<file path="src/rtl/seg_scan_ctrl_if.sv">
// Display-value update handshake between a requester and seg_scan_ctrl.
interface seg_scan_ctrl_if;
  logic        upd_req;
  logic [23:0] upd_data;
  logic        upd_ack;

  modport master (output upd_req, output upd_data, input upd_ack);
  modport slave  (input upd_req, input upd_data, output upd_ack);
endinterface

</file>
<file path="src/rtl/seg_scan_ctrl.sv">
// Six-digit multiplexed display scanner: blank-then-show slots, frame-aligned
// (tear-free) loading of the display value.
module seg_scan_ctrl #(
  parameter int DIV   = 50000,
  parameter int BLANK = 1000
) (
  input  logic                clk,
  input  logic                rst_n,
  input  logic                en,
  seg_scan_ctrl_if.slave      upd,
  output logic [23:0]         disp_num,
  output logic [2:0]          Scanning,
  output logic                blank,
  output logic                frame_done
);

  localparam logic [19:0] CNT_LAST  = 20'(DIV - 1);
  localparam logic [19:0] BLNK_LAST = 20'(BLANK - 1);

  typedef enum logic [1:0] {S_IDLE, S_BLANK, S_SHOW} state_t;

  state_t      state, state_nx;
  logic [19:0] cnt, cnt_nx;
  logic [2:0]  scan_nx;
  logic        fd_nx;
  logic        armed;
  logic        boundary, load;

  // A request is fresh only after upd_req has been seen low; reset disarms,
  // so a request held across reset needs a drop and re-raise.
  assign boundary = (state == S_SHOW) && (cnt == CNT_LAST) && (Scanning == 3'd5);
  assign load     = upd.upd_req && armed && ((state == S_IDLE) || boundary);

  always_comb begin
    state_nx = state;
    cnt_nx   = cnt;
    scan_nx  = Scanning;
    fd_nx    = 1'b0;
    if (!en) begin
      state_nx = S_IDLE;
      cnt_nx   = '0;
      scan_nx  = '0;
    end else begin
      case (state)
        S_IDLE: begin
          state_nx = S_BLANK;
          cnt_nx   = '0;
        end
        S_BLANK: begin
          cnt_nx = cnt + 20'd1;
          if (cnt == BLNK_LAST) state_nx = S_SHOW;
        end
        S_SHOW: begin
          if (cnt == CNT_LAST) begin
            cnt_nx   = '0;
            state_nx = S_BLANK;
            scan_nx  = (Scanning == 3'd5) ? 3'd0 : Scanning + 3'd1;
            fd_nx    = (Scanning == 3'd5);
          end else begin
            cnt_nx = cnt + 20'd1;
          end
        end
        default: begin
          state_nx = S_IDLE;
          cnt_nx   = '0;
          scan_nx  = '0;
        end
      endcase
    end
  end

  always_ff @(posedge clk or negedge rst_n) begin
    if (!rst_n) begin
      state       <= S_IDLE;
      cnt         <= '0;
      Scanning    <= '0;
      blank       <= 1'b1;
      frame_done  <= 1'b0;
      disp_num    <= '0;
      upd.upd_ack <= 1'b0;
      armed       <= 1'b0;
    end else begin
      state       <= state_nx;
      cnt         <= cnt_nx;
      Scanning    <= scan_nx;
      blank       <= (state_nx != S_SHOW);
      frame_done  <= fd_nx;
      upd.upd_ack <= load;
      if (load) disp_num <= upd.upd_data;
      if (!upd.upd_req) armed <= 1'b1;
      else if (load)    armed <= 1'b0;
    end
  end

endmodule

</file>
<file path="src/flat_wrapper.sv">
// flat-port wrapper written by rule: the top's interface ports become plain ports
module seg_scan_ctrl_flat 
#(
  parameter int DIV   = 50000,
  parameter int BLANK = 1000
)
  (clk, rst_n, en, disp_num, Scanning, blank, frame_done, upd_upd_req, upd_upd_data, upd_upd_ack);
  seg_scan_ctrl_if upd_i ();
  input  logic clk;
  input  logic rst_n;
  input  logic en;
  output logic [23:0] disp_num;
  output logic [2:0] Scanning;
  output logic blank;
  output logic frame_done;
  input wire logic [$bits(upd_i.upd_req)-1:0] upd_upd_req;
  input wire logic [$bits(upd_i.upd_data)-1:0] upd_upd_data;
  output wire logic [$bits(upd_i.upd_ack)-1:0] upd_upd_ack;
  assign upd_i.upd_req = upd_upd_req;
  assign upd_i.upd_data = upd_upd_data;
  assign upd_upd_ack = upd_i.upd_ack;
  seg_scan_ctrl #(.DIV(DIV), .BLANK(BLANK)) u_core (.clk(clk), .rst_n(rst_n), .en(en), .upd(upd_i), .disp_num(disp_num), .Scanning(Scanning), .blank(blank), .frame_done(frame_done));
endmodule
</file>
<file path="config.mk">
export PLATFORM = sky130hd
export DESIGN_NAME = seg_scan_ctrl_flat
export DESIGN_NICKNAME = d
export VERILOG_FILES = /design/src/rtl/seg_scan_ctrl_if.sv /design/src/rtl/seg_scan_ctrl.sv /design/src/flat_wrapper.sv
export SDC_FILE = /design/constraint.sdc
export NUM_CORES = 1
export LEC_CHECK = 0
export ABC_AREA = 1
export CAP_MARGIN = 20
export CORE_MARGIN = 5
export CORE_UTILIZATION = 45
export CTS_CLUSTER_DIAMETER = 200
export DETAILED_ROUTE_END_ITERATION = 7
export PLACE_DENSITY = 0.75
export RECOVER_POWER = 25
export SETUP_SLACK_MARGIN = 0.05
export SLEW_MARGIN = 20
export SYNTH_ARGS = -nofsm -noshare
export SYNTH_HDL_FRONTEND = slang
export SYNTH_SLANG_ARGS = --single-unit
export TNS_END_PERCENT = 10
</file>
<file path="constraint.sdc">
create_clock -name clk -period 1.7 [get_ports clk]
set_clock_uncertainty 0.1 [all_clocks]
set_input_delay 0.51 -clock clk [delete_from_list [all_inputs] [get_ports clk]]
set_output_delay 0.51 -clock clk [all_outputs]
set_load 0.005 [all_outputs]
</file>
; Word-level counts from Yosys, hierarchy flattened
; Index checks and enable logic that the tools add are counted.
; Widths: inputs -> output; s select.
[totals]
regBits = 53
input_bits = 28
word_cells = 43
[classes]
n_mux = 16
addsub = 2
eq_ne = 9
reduce_logical = 8
[ops]
columns = operator, count
row1 = $mux 20, 2
row2 = $pmux 20 s2, 1
row3 = $add 20x1->20 const B, 1
row4 = $eq 20x10->1 const B, 1
row5 = $eq 20x16->1 const B, 1
row6 = $mux 3, 3
row7 = $mux 2, 3
row8 = $pmux 2 s3, 1
row9 = $pmux 3 s2, 1
row10 = $mux 1, 5
row11 = $logic_and 1x1->1, 4
row12 = $ne 2x2->1 const B, 2
row13 = $add 3x1->3 const B, 1
row14 = $eq 3x3->1 const B, 1
row15 = $ne 3x3->1 const B, 1
row16 = $eq 2x1->1 const B, 1
row17 = $eq 2x2->1 const B, 1
row18 = $logic_not 2->1, 1
row19 = $ne 2x1->1 const B, 1
row20 = $reduce_and 2->1, 1
row21 = $reduce_or 2->1, 1
row22 = $logic_or 1x1->1, 1

; Logic depth before layout (Yosys ltp)
; Gate-level depths: netlist of the first run.
[logic_depth]
depth_word = 7
ltp_mapped = 11
depth_no_buf = 11

; Worst setup path before layout of the first run
; Ideal clock, no wire load.
[synth_timing]
kind = register -> register
from = reg u_core.cnt[0]
to = reg u_core.disp_num[10]
n_path_buf = 1
t_arrival_ns = 1.352
path_stages_with_launch = 10
slack_ns = 0.131
setup_time_ns = 0.117
path_cell_list = dfrtp_1 > ha_1 > nand3_2 > nor2_2 > nand4_2 > nand2_4 > nand2_4 > buf_6 > nand2_1 > nand2_1
[synth_between]
elab_chain_len = 5
[synth_lines]
columns = element, line_no
row1 = "start, declared", seg_scan_ctrl.sv:23  ; logic [19:0] cnt, cnt_nx;
row2 = "start signal, assigned", seg_scan_ctrl.sv:84  ; cnt <= cnt_nx;
row3 = $eq 20x16->1, seg_scan_ctrl.sv:31  ; assign boundary = (state == S_SHOW) && (cnt == CNT_LAST) && (Scanning == 3'd5);
row4 = $logic_and 1x1->1 (2 in series), seg_scan_ctrl.sv:31
row5 = $logic_or 1x1->1, seg_scan_ctrl.sv:32  ; assign load = upd.upd_req && armed && ((state == S_IDLE) || boundary);
row6 = $logic_and 1x1->1, seg_scan_ctrl.sv:32
row7 = "end signal, assigned", seg_scan_ctrl.sv:89  ; if (load) disp_num <= upd.upd_data;
row8 = "end, declared", seg_scan_ctrl.sv:11  ; output logic [23:0] disp_num,
; Every way passes these cells.
; A chain may end at the register's enable or synchronous reset.

; Worst setup path in the final report of the first run
[layout_timing]
from = reg u_core.cnt[10]
to = reg u_core.disp_num[17]
; Same word-level chain as after synthesis.

==> results of run 1 <==
[worst register-to-register path, stage by stage (launching register included)]
cell and delay, ns:
dfrtp_1 0.39, nor2_1 0.23, nand2_2 0.12, nor2_2 0.15, nand4_4 0.13, nand2_8 0.17, clkbuf_16 0.17, nand3_1 0.08
nand2_1 0.07
[where the power goes]
part	internal, mW	switching, mW
combinational	0.270	0.250
clock	0.339	0.420
sequential	1.37	0.0645
[through the flow]
step	worst slack [ns]	cells	util	hold slack [ns]
3_3_place_gp	-0.0328	468	0.617	0.350
5_1_grt	-0.0662	492	0.688	0.214
6_report	0.0393	492	0.688	0.158
3_5_place_dp	-0.0763	468	0.617	0.353
4_1_cts	0.0414	480	0.633	0.0133
2_1_floorplan	0.131	323	-	0.114
[cells by family (layout without fill, tap and decap cells)]
| kind of cell | Yosys count | count (layout) | synth area share |
|---|---|---|---|
| buffers and inverters | 37 | 132 | 0.0626 |
| adders and majority gates | 5 | 5 | 0.0239 |
| xor gates and xnor gates | 15 | 15 | 0.0501 |
| and+or+nand+nor | 207 | 209 | 0.344 |
| AOI/OAI and AO/OA | 6 | 6 | 0.0124 |
| DFF | 53 | 53 | 0.507 |
[what timing repair did]
item,CTS,global route
setup buffers,4,7
pin swaps,1,26
resized for setup,35,48
endpoints found under the setup margin,74,51
hold buffers,0,0
gates cloned,0,5
[flip-flops by register name (all words and copies together), names as in the netlist]
signal,flops
u_core.disp_num,24
u_core.Scanning,3
u_core.armed,1
u_core.upd.upd_ack,1
u_core.blank,1
u_core.frame_done,1
u_core.state,2
u_core.cnt,20
[synthesized netlist by cell type]
| cell type | n | share of area |
|---|---|---|
| buf_4 | 2 | 0.0057 |
| clkbuf_1 | 2 | 0.0029 |
| nand2_4 | 2 | 0.0086 |
| nor4_1 | 3 | 0.0072 |
| buf_2 | 2 | 0.0038 |
| xor2_1 | 10 | 0.033 |
| nor3_1 | 4 | 0.0076 |
| ha_1 | 5 | 0.024 |
| inv_1 | 26 | 0.037 |
| dfstp_2 | 1 | 0.010 |
| dfrtp_1 | 52 | 0.50 |
| nand4_2 | 1 | 0.0048 |
| nand2_1 | 98 | 0.14 |
| o211ai_1 | 1 | 0.0029 |
| nand3b_1 | 1 | 0.0029 |
| xnor2_1 | 5 | 0.017 |
| nor2_1 | 46 | 0.066 |
| nand3_2 | 1 | 0.0038 |
| nand3_1 | 39 | 0.074 |
| buf_6 | 2 | 0.0086 |
| a21oi_1 | 1 | 0.0019 |
| inv_2 | 3 | 0.0043 |
| nor2_2 | 4 | 0.0095 |
| nand2_2 | 2 | 0.0048 |
| nand4_1 | 6 | 0.014 |
| o21ai_0 | 4 | 0.0076 |
[worst max-delay path by stage]
stage / end / slack (ns)
finish: u_core.disp_num[17]$_DFFE_PN0P_ / 0.04
global placement: u_core.Scanning[2]$_DFFE_PN0P_ / -0.03
global route: u_core.cnt[3]$_DFF_PN0_ / -0.07
detailed placement: u_core.Scanning[1]$_DFFE_PN0P_ / -0.08
CTS: u_core.disp_num[9]$_DFFE_PN0P_ / 0.04
floorplan: u_core.disp_num[10]$_DFFE_PN0P_ / 0.13
[metal layers]
layer	wire length [um]	part of all wire	up-vias
met4	132	0.020	0
li1	-	-	1217
met1	2780	0.42	1153
met5	0	0	-
met3	642	0.097	14
met2	3090	0.47	84
[final cells by class]
cell class | count | area share
Clock buffer | 6 | 0.0215
Clock inverter | 2 | 0.00457
Inverter | 29 | 0.0284
Multi-Input combinational cell | 235 | 0.343
Sequential cell | 53 | 0.347
Tap cell | 72 | 0.0235
Timing Repair Buffer | 95 | 0.232
==> reports/results.txt, run 1 <==
Run status: finished, final reports clean
Slew Viols, Final: 0
Worst-path clk slew: 0.10 ns
Number of synthesis warnings: 0
Sequential Area: 1330 sq um
DPL Wire Length: 4.54 mm
CTS tree: built
CTS Buffer Depth: 2
HP Class: input port to asynchronous set/reset pin
GRT met3 Usage: 0.0817
Proportion of layout cells with a drive suffix above 1: 0.221
Cells after synthesis: 323
Peak supply drop: 0.000464 V
Worst r2r src: u_core.cnt[10]$_DFF_PN0_
Layout Nets: 452
Final setup vio count: 0
WP data arrival: 1.81 ns
Tot GR Track Use: 0.174
Port Buffer Count: 57
Die Ht: 86.3 um
Final hold violations: 0
Grt peak-use layer: met2
Placed Area: 3440 sq um
Clock Latency Late Sink: 0.30 ns
CP max-delay cell: dfrtp_1
Final GP Congestion: 0.946
Die Area: 7450 sq um
# Max-Cap Violations: 0
Final period util: 0.977
Vias in the first global route: 2381
Sink Count: 53
Distinct cells, synth: 26
Worst path depth: 8
Antenna violation net count after detailed routing: 0
RSZ-0062 raised after global routing: yes
GR Layer Usage met2: 0.278
Post-synthesis register bit count: 53
Fin area: 3840 sq um
Power Total: 2.71 mW
First drt pass iteration count: 4
Start point of the critical path: u_core.cnt[10]$_DFF_PN0_
Post-Syn Area: 2620 sq um
Initial core utilization: 0.470
R2R Setup Slk: 0.04 ns
CTS buffer count: 5
CP Cell Sequence: nor2_1 -> nand2_2 -> nor2_2 -> nand4_4 -> nand2_8 -> clkbuf_16 -> nand3_1 -> nand2_1
M1 GR Usage: 0.215
Ports: 58
Crit Path Category: register to register
Initial antenna violation count: 0
Buf/Inv on CP: 1
Total number of vias: 2468
Core Rows: 27
Average wire per standard cell: 13.5 um
Fill count: 432
Commonest cells after routing, fill and taps aside: 89 x nand2_1, 49 x dfrtp_1, 39 x nor2_1, 34 x nand3_1, 29 x buf_4
Post-Syn Nets: 356
Startpoint types: register
H-tree depth: 2
Fmax achieved: 602 MHz
Fin Setup TNS: 0 ns
Die Width: 86.3 um
Remaining DRCs: 0
ANT cells: 0
Multi-input logic area: 1320 sq um
Worst Tran Pin Value: 0.800 ns
Post-synthesis sequential area ratio: 0.507
Path depth of the worst reg2reg path: 8
Core box area: 5570 sq um
Tmin final: 1.66 ns
Initial DRC Count: 105
LEAKAGE: 1.87 nW
Most common cell after layout, fill and taps aside: nand2_1
CP top delay family: simple AND/OR/NAND/NOR gates
Area Overhead vs Synth: 46.4%
Vias per cell: 5.02
Clk root buf: clkbuf_8
Largest net degree at the start of global routing: 27
First-pass GRT wire length: 10.6 mm
Routed WL: 6.64 mm
Worst Path Max Fanout: 7
Pwr dens: 708 nW/um^2
Max_slew headroom: 0.466
Syn_area_per_cell: 8.11 sq um
Gr ovfl total: 0
Required time worst endpoint: 1.85 ns
Slowest Stage Delay on Critical Path: 0.39 ns
FF-to-FF End: u_core.disp_num[17]$_DFFE_PN0P_
CP Capture Type: register
(Power assumes the default switching activity.)
==> run 2, diff against run 1 <==
--- a/config.mk
+++ b/config.mk
@@ -8,10 +8,12 @@
 export ABC_AREA = 1
 export CAP_MARGIN = 20
 export CORE_MARGIN = 5
-export CORE_UTILIZATION = 45
+export CORE_UTILIZATION = 50
 export CTS_CLUSTER_DIAMETER = 200
+export CTS_CLUSTER_SIZE = 10
 export DETAILED_ROUTE_END_ITERATION = 7
-export PLACE_DENSITY = 0.75
+export DONT_BUFFER_PORTS = 1
+export PLACE_DENSITY = 0.68
 export RECOVER_POWER = 25
 export SETUP_SLACK_MARGIN = 0.05
 export SLEW_MARGIN = 20
==> run 2 against run 1 <==
  * The flow now finishes with violations (negative hold slack)
  * Clock power up 13%
  * Worst setup slack got worse by 0.031 ns
  * Clock-buffer cell count fell by 1
  * First-iteration DRC count up 19%
  * Final area down 15%
  * Combinational power fell by 49%
  * Sequential power barely moved
  * Cell count decreased by 14%
  * Global-route usage up 1.1 points
  * Maximum frequency decreased by 1.8%
==> reports/results.txt, run 2 (same netlist as run 1, synthesis figures left out) <==
First drt pass iteration count: 5
Routed WL: 6.38 mm
CTS tree: built
Die Width: 82.4 um
Largest reg by FF count: u_core.disp_num
Largest registers: u_core.disp_num: 24 flops, u_core.cnt: 20 flops, u_core.Scanning: 3 flops
Most common cell after layout, fill and taps aside: nand2_1
Failing checks: negative hold slack
Clock Latency Late Sink: 0.30 ns
DPL Wire Length: 3.99 mm
Core box area: 5110 sq um
HP Class: input port to asynchronous set/reset pin
Die Ht: 82.4 um
Initial core utilization: 0.513
WP data arrival: 1.84 ns
Peak supply drop: 0.000590 V
Final setup vio count: 0
Pwr dens: 791 nW/um^2
Clk root buf: clkbuf_8
ANT cells: 0
# Max-Cap Violations: 0
Commonest cells after routing, fill and taps aside: 89 x nand2_1, 51 x dfrtp_1, 41 x nor2_1, 32 x nand3_1, 22 x inv_1
Ports: 58
RSZ-0062 raised after global routing: yes
Fill count: 424
CP Capture Type: register
Run status: complete, but fails checks
Sink Count: 53
Final core utilization: 0.641
Remaining DRCs: 0
H-tree depth: 2
Max_slew headroom: 0.733
Layout Nets: 386
Tot GR Track Use: 0.184
Finished Layout Cells: 423
Startpoint types: register
Hold WS: -0.212 ns
LEAKAGE: 1.56 nW
Largest net degree at the start of global routing: 54
Final period util: 0.995
Initial DRC Count: 125
Worst Path Max Fanout: 6
Vias in the first global route: 2141
Crit Path Category: register to register
Required time worst endpoint: 1.85 ns
Average wire per standard cell: 15.1 um
Fin area: 3270 sq um
Initial antenna violation count: 0
Placed Area: 2810 sq um
Worst-path clk slew: 0.10 ns
Total number of vias: 2194
Proportion of layout cells with a drive suffix above 1: 0.229
Gr ovfl total: 0
CTS Buffer Depth: 2
Fmax achieved: 591 MHz
Port Buffer Count: 0
Antenna violation net count after detailed routing: 0
Largest register FFs: 24
Area Overhead vs Synth: 24.9%
Die Area: 6790 sq um
Vias per cell: 5.19
Final GP Congestion: 0.833
Core Rows: 26
CTS buffer count: 5
Slew Viols, Final: 0
First-pass GRT wire length: 9.58 mm
Final WS setup: 0.00840 ns
Worst Tran Pin Value: 0.397 ns
Pre-CTS setup slack: 0.00669 ns
DP Cell Count: 403
Final hold violations: 53
Tmin final: 1.69 ns
[run 2: path summary, 6_finish.rpt]
kind	start	to	slack [ns]	cells after the start
setup / recovery	u_core.cnt[12]$_DFF_PN0_	u_core.disp_num[18]$_DFFE_PN0P_	0.008	11
hold / removal	rst_n	u_core.state[1]$_DFF_PN0_	-0.21	0
setup reg to reg	u_core.cnt[12]$_DFF_PN0_	u_core.disp_num[18]$_DFFE_PN0P_	0.008	11
hold reg to reg	u_core.disp_num[8]$_DFFE_PN0P_	u_core.disp_num[8]$_DFFE_PN0P_	0.41	2
max in group asynchronous	rst_n	u_core.blank$_DFF_PN1_	1.52	0
min in group clk	upd_upd_req	u_core.armed$_DFFE_PN0P_	0.18	1
[run 2: what timing repair did]
action                                 CTS  global route
pin swaps                                4            28
cloned                                   1             4
endpoints found under the hold margin   53            53
gates resized for setup                 11            35
buffers inserted                         6             2
setup endpoints to repair               45            52
[run 2: area by class of cell]
cell class / instances / area, sq um / share of cell area
tap: 70 / 87.6 / 0.0268
timing repair buffer: 30 / 329 / 0.101
clock buffer: 5 / 68.8 / 0.0210
clock inverter: 2 / 38.8 / 0.0119
sequential: 53 / 1330 / 0.406
inverter: 29 / 109 / 0.0333
multi-input combinational: 234 / 1310 / 0.401
[run 2: critical path, cell delays in order (launching register included)]
cell	delay (ns)
dfrtp_1	0.40
inv_2	0.07
nand2_2	0.06
nor2_2	0.13
nand2_2	0.08
nor2_4	0.11
buf_6	0.11
nand4_4	0.09
nand2_8	0.17
clkbuf_16	0.17
nand3_1	0.06
nand2_1	0.08
[run 2: per-stage QoR]
| stage | setup TNS [ns] | power, mW |
|---|---|---|
| after floorplan | 0 | 1.62 |
| after global placement | 0 | 1.67 |
| after detailed placement | 0 | 1.68 |
| after CTS | 0 | 2.55 |
| after global routing | -3.18 | 2.69 |
| final | 0 | 2.59 |
[run 2: where the power goes]
group          internal, mW  switching [mW]  total [mW]
sequential             1.37          0.0983        1.47
combinational         0.113           0.151       0.264
clock                 0.437           0.417       0.854
total                  1.92           0.666        2.59
[run 2: metal layers]
metal,global-route usage,share of wire,vias up
met2,0.285,0.48,65
li1,-,-,1085
met5,0,0,-
met4,0.0598,0.022,0
met1,0.240,0.43,1032
met3,0.0662,0.066,12
==> variant, RTL diff (flow settings as in run 1) <==
Reset style: synchronous (`rst_n`), changed in one clocked block.
--- a/src/rtl/seg_scan_ctrl.sv
+++ b/src/rtl/seg_scan_ctrl.sv
@@ -71,3 +71,3 @@
 
-  always_ff @(posedge clk or negedge rst_n) begin
+  always_ff @(posedge clk) begin
     if (!rst_n) begin
Formal check against the unedited RTL: differs if rst_n is asserted again (counterexample within 4 cycles, from zero or initial values and one cycle with rst_n low); with rst_n held inactive, the same outputs for 10 cycles.
==> variant against run 1 <==
  * Wire length grew 5.3%
  * Worst setup slack improved by 0.0063 ns
  * Final cell count increased by 9.6%
  * Cell area up 0.36%
  * Core utilization is 3.0 points lower
  * Sequential cell count unchanged
  * Total power fell by 13%
  * Area after synthesis is 1.7% higher
  * Largest power group unchanged
==> variant: results <==
export IMPL_place_congestion=0.8759
export IMPL_place_area_mm2=0.003453
export IMPL_synth_nets=414
export IMPL_max_slew_margin_pct=81.84
export IMPL_synthXorXnorAreaFrac_pct=5.258
export IMPL_dp_cells=520
export IMPL_multiInputGateArea_mm2=0.001466
export IMPL_power_mw=2.353
export IMPL_cp_data_arrival_time_ns=1.77
export IMPL_crit_cells=11
export IMPL_synthCells=380
export IMPL_grt_first_pass_wirelength_mm=10.34
export IMPL_clk_insertion_delay_late_ns=0.32
export IMPL_worstReg2RegEnd="u_core.disp_num[19]"
export IMPL_path_clk_slew_ns=0.10
export IMPL_cp_startpoint="u_core.cnt[1]"
export IMPL_cts_resized=55
export IMPL_outcome="complete, no violations"
export IMPL_path_max_fanout=7
export IMPL_dp_hpwl_mm=4.605
export IMPL_drtIter0Drc=87
export IMPL_slowest_stage="dfxtp_2"
export IMPL_synth_compound_area_share_pct=7.089
export IMPL_grt_use_met1_pct=20.52
export IMPL_n_fill_cell=495
export IMPL_cp_top_family="simple AND/OR/NAND/NOR gates"
export IMPL_fmax_ghz=0.6045
export IMPL_hold_path_class="flop to flop"
export IMPL_drive_above_1_share_pct=24.57
export IMPL_powerClk_mw=0.732
export IMPL_grt_max_degree=30
export IMPL_synthAdderAreaFrac_pct=2.817
export IMPL_synth_commonest_cells="nand2_1, nor2_1, dfxtp_1, inv_1, nand3_1"
export IMPL_fin_nets=497
export IMPL_hp_start="u_core.disp_num[15]"
export IMPL_seqPwrFrac_pct=55.1
export IMPL_grt_util_all_layers_pct=16.57
export IMPL_whs_ns=0.3784
export IMPL_async_flop_share_pct=0
export IMPL_power_leakage_nw=1.693
export IMPL_met2_usage_pct=28.50
export IMPL_met3_usage_pct=2.838
export IMPL_reg2reg_depth=11
export IMPL_finalWirelength_mm=6.996
export IMPL_cts_setup_buffers=2
export IMPL_vias=2661
export IMPL_drtAntennaViolNets=0
export IMPL_wl_per_cell_um=12.98
export IMPL_ys_top_cells_by_area="dfxtp_1, nand2_1, nor2_1"
export IMPL_ys_seq_area_share_pct=39.81
export IMPL_critical_path_max_stage_delay_ns=0.37
export IMPL_ys_types=27
export IMPL_dominantRegCellSynth="dfxtp_1"
==> variant: changes by cell type in the layout (fill, tap and decap cells not counted), moves of 5 or more <==
cell | run 1 | this run
nor2_1 | 39 | 67
dfrtp_1 | 49 | 0
dfxtp_1 | 0 | 26
inv_1 | 23 | 47
a21oi_1 | 1 | 20
nor2_2 | 8 | 2
nand2_2 | 10 | 5
dfxtp_2 | 0 | 25
nand2_1 | 89 | 67
a21oi_2 | 0 | 10
buf_4 | 29 | 24
==> variant: area by class of cell <==
cell class	count	share of cell area, %
Multi-Input combinational cell	260	38.09
Sequential cell	53	28.57
Timing Repair Buffer	91	23.43
Inverter	52	5.200
Tap cell	75	2.437
Clock buffer	6	1.885
Clock inverter	2	0.3900
==> variant: metal layers <==
metal  part of all wire [%]  up-vias
met5                      0        -
met4                    1.8        0
met3                    3.8       11
met2                     53       55
met1                     42     1245
li1                       -     1350
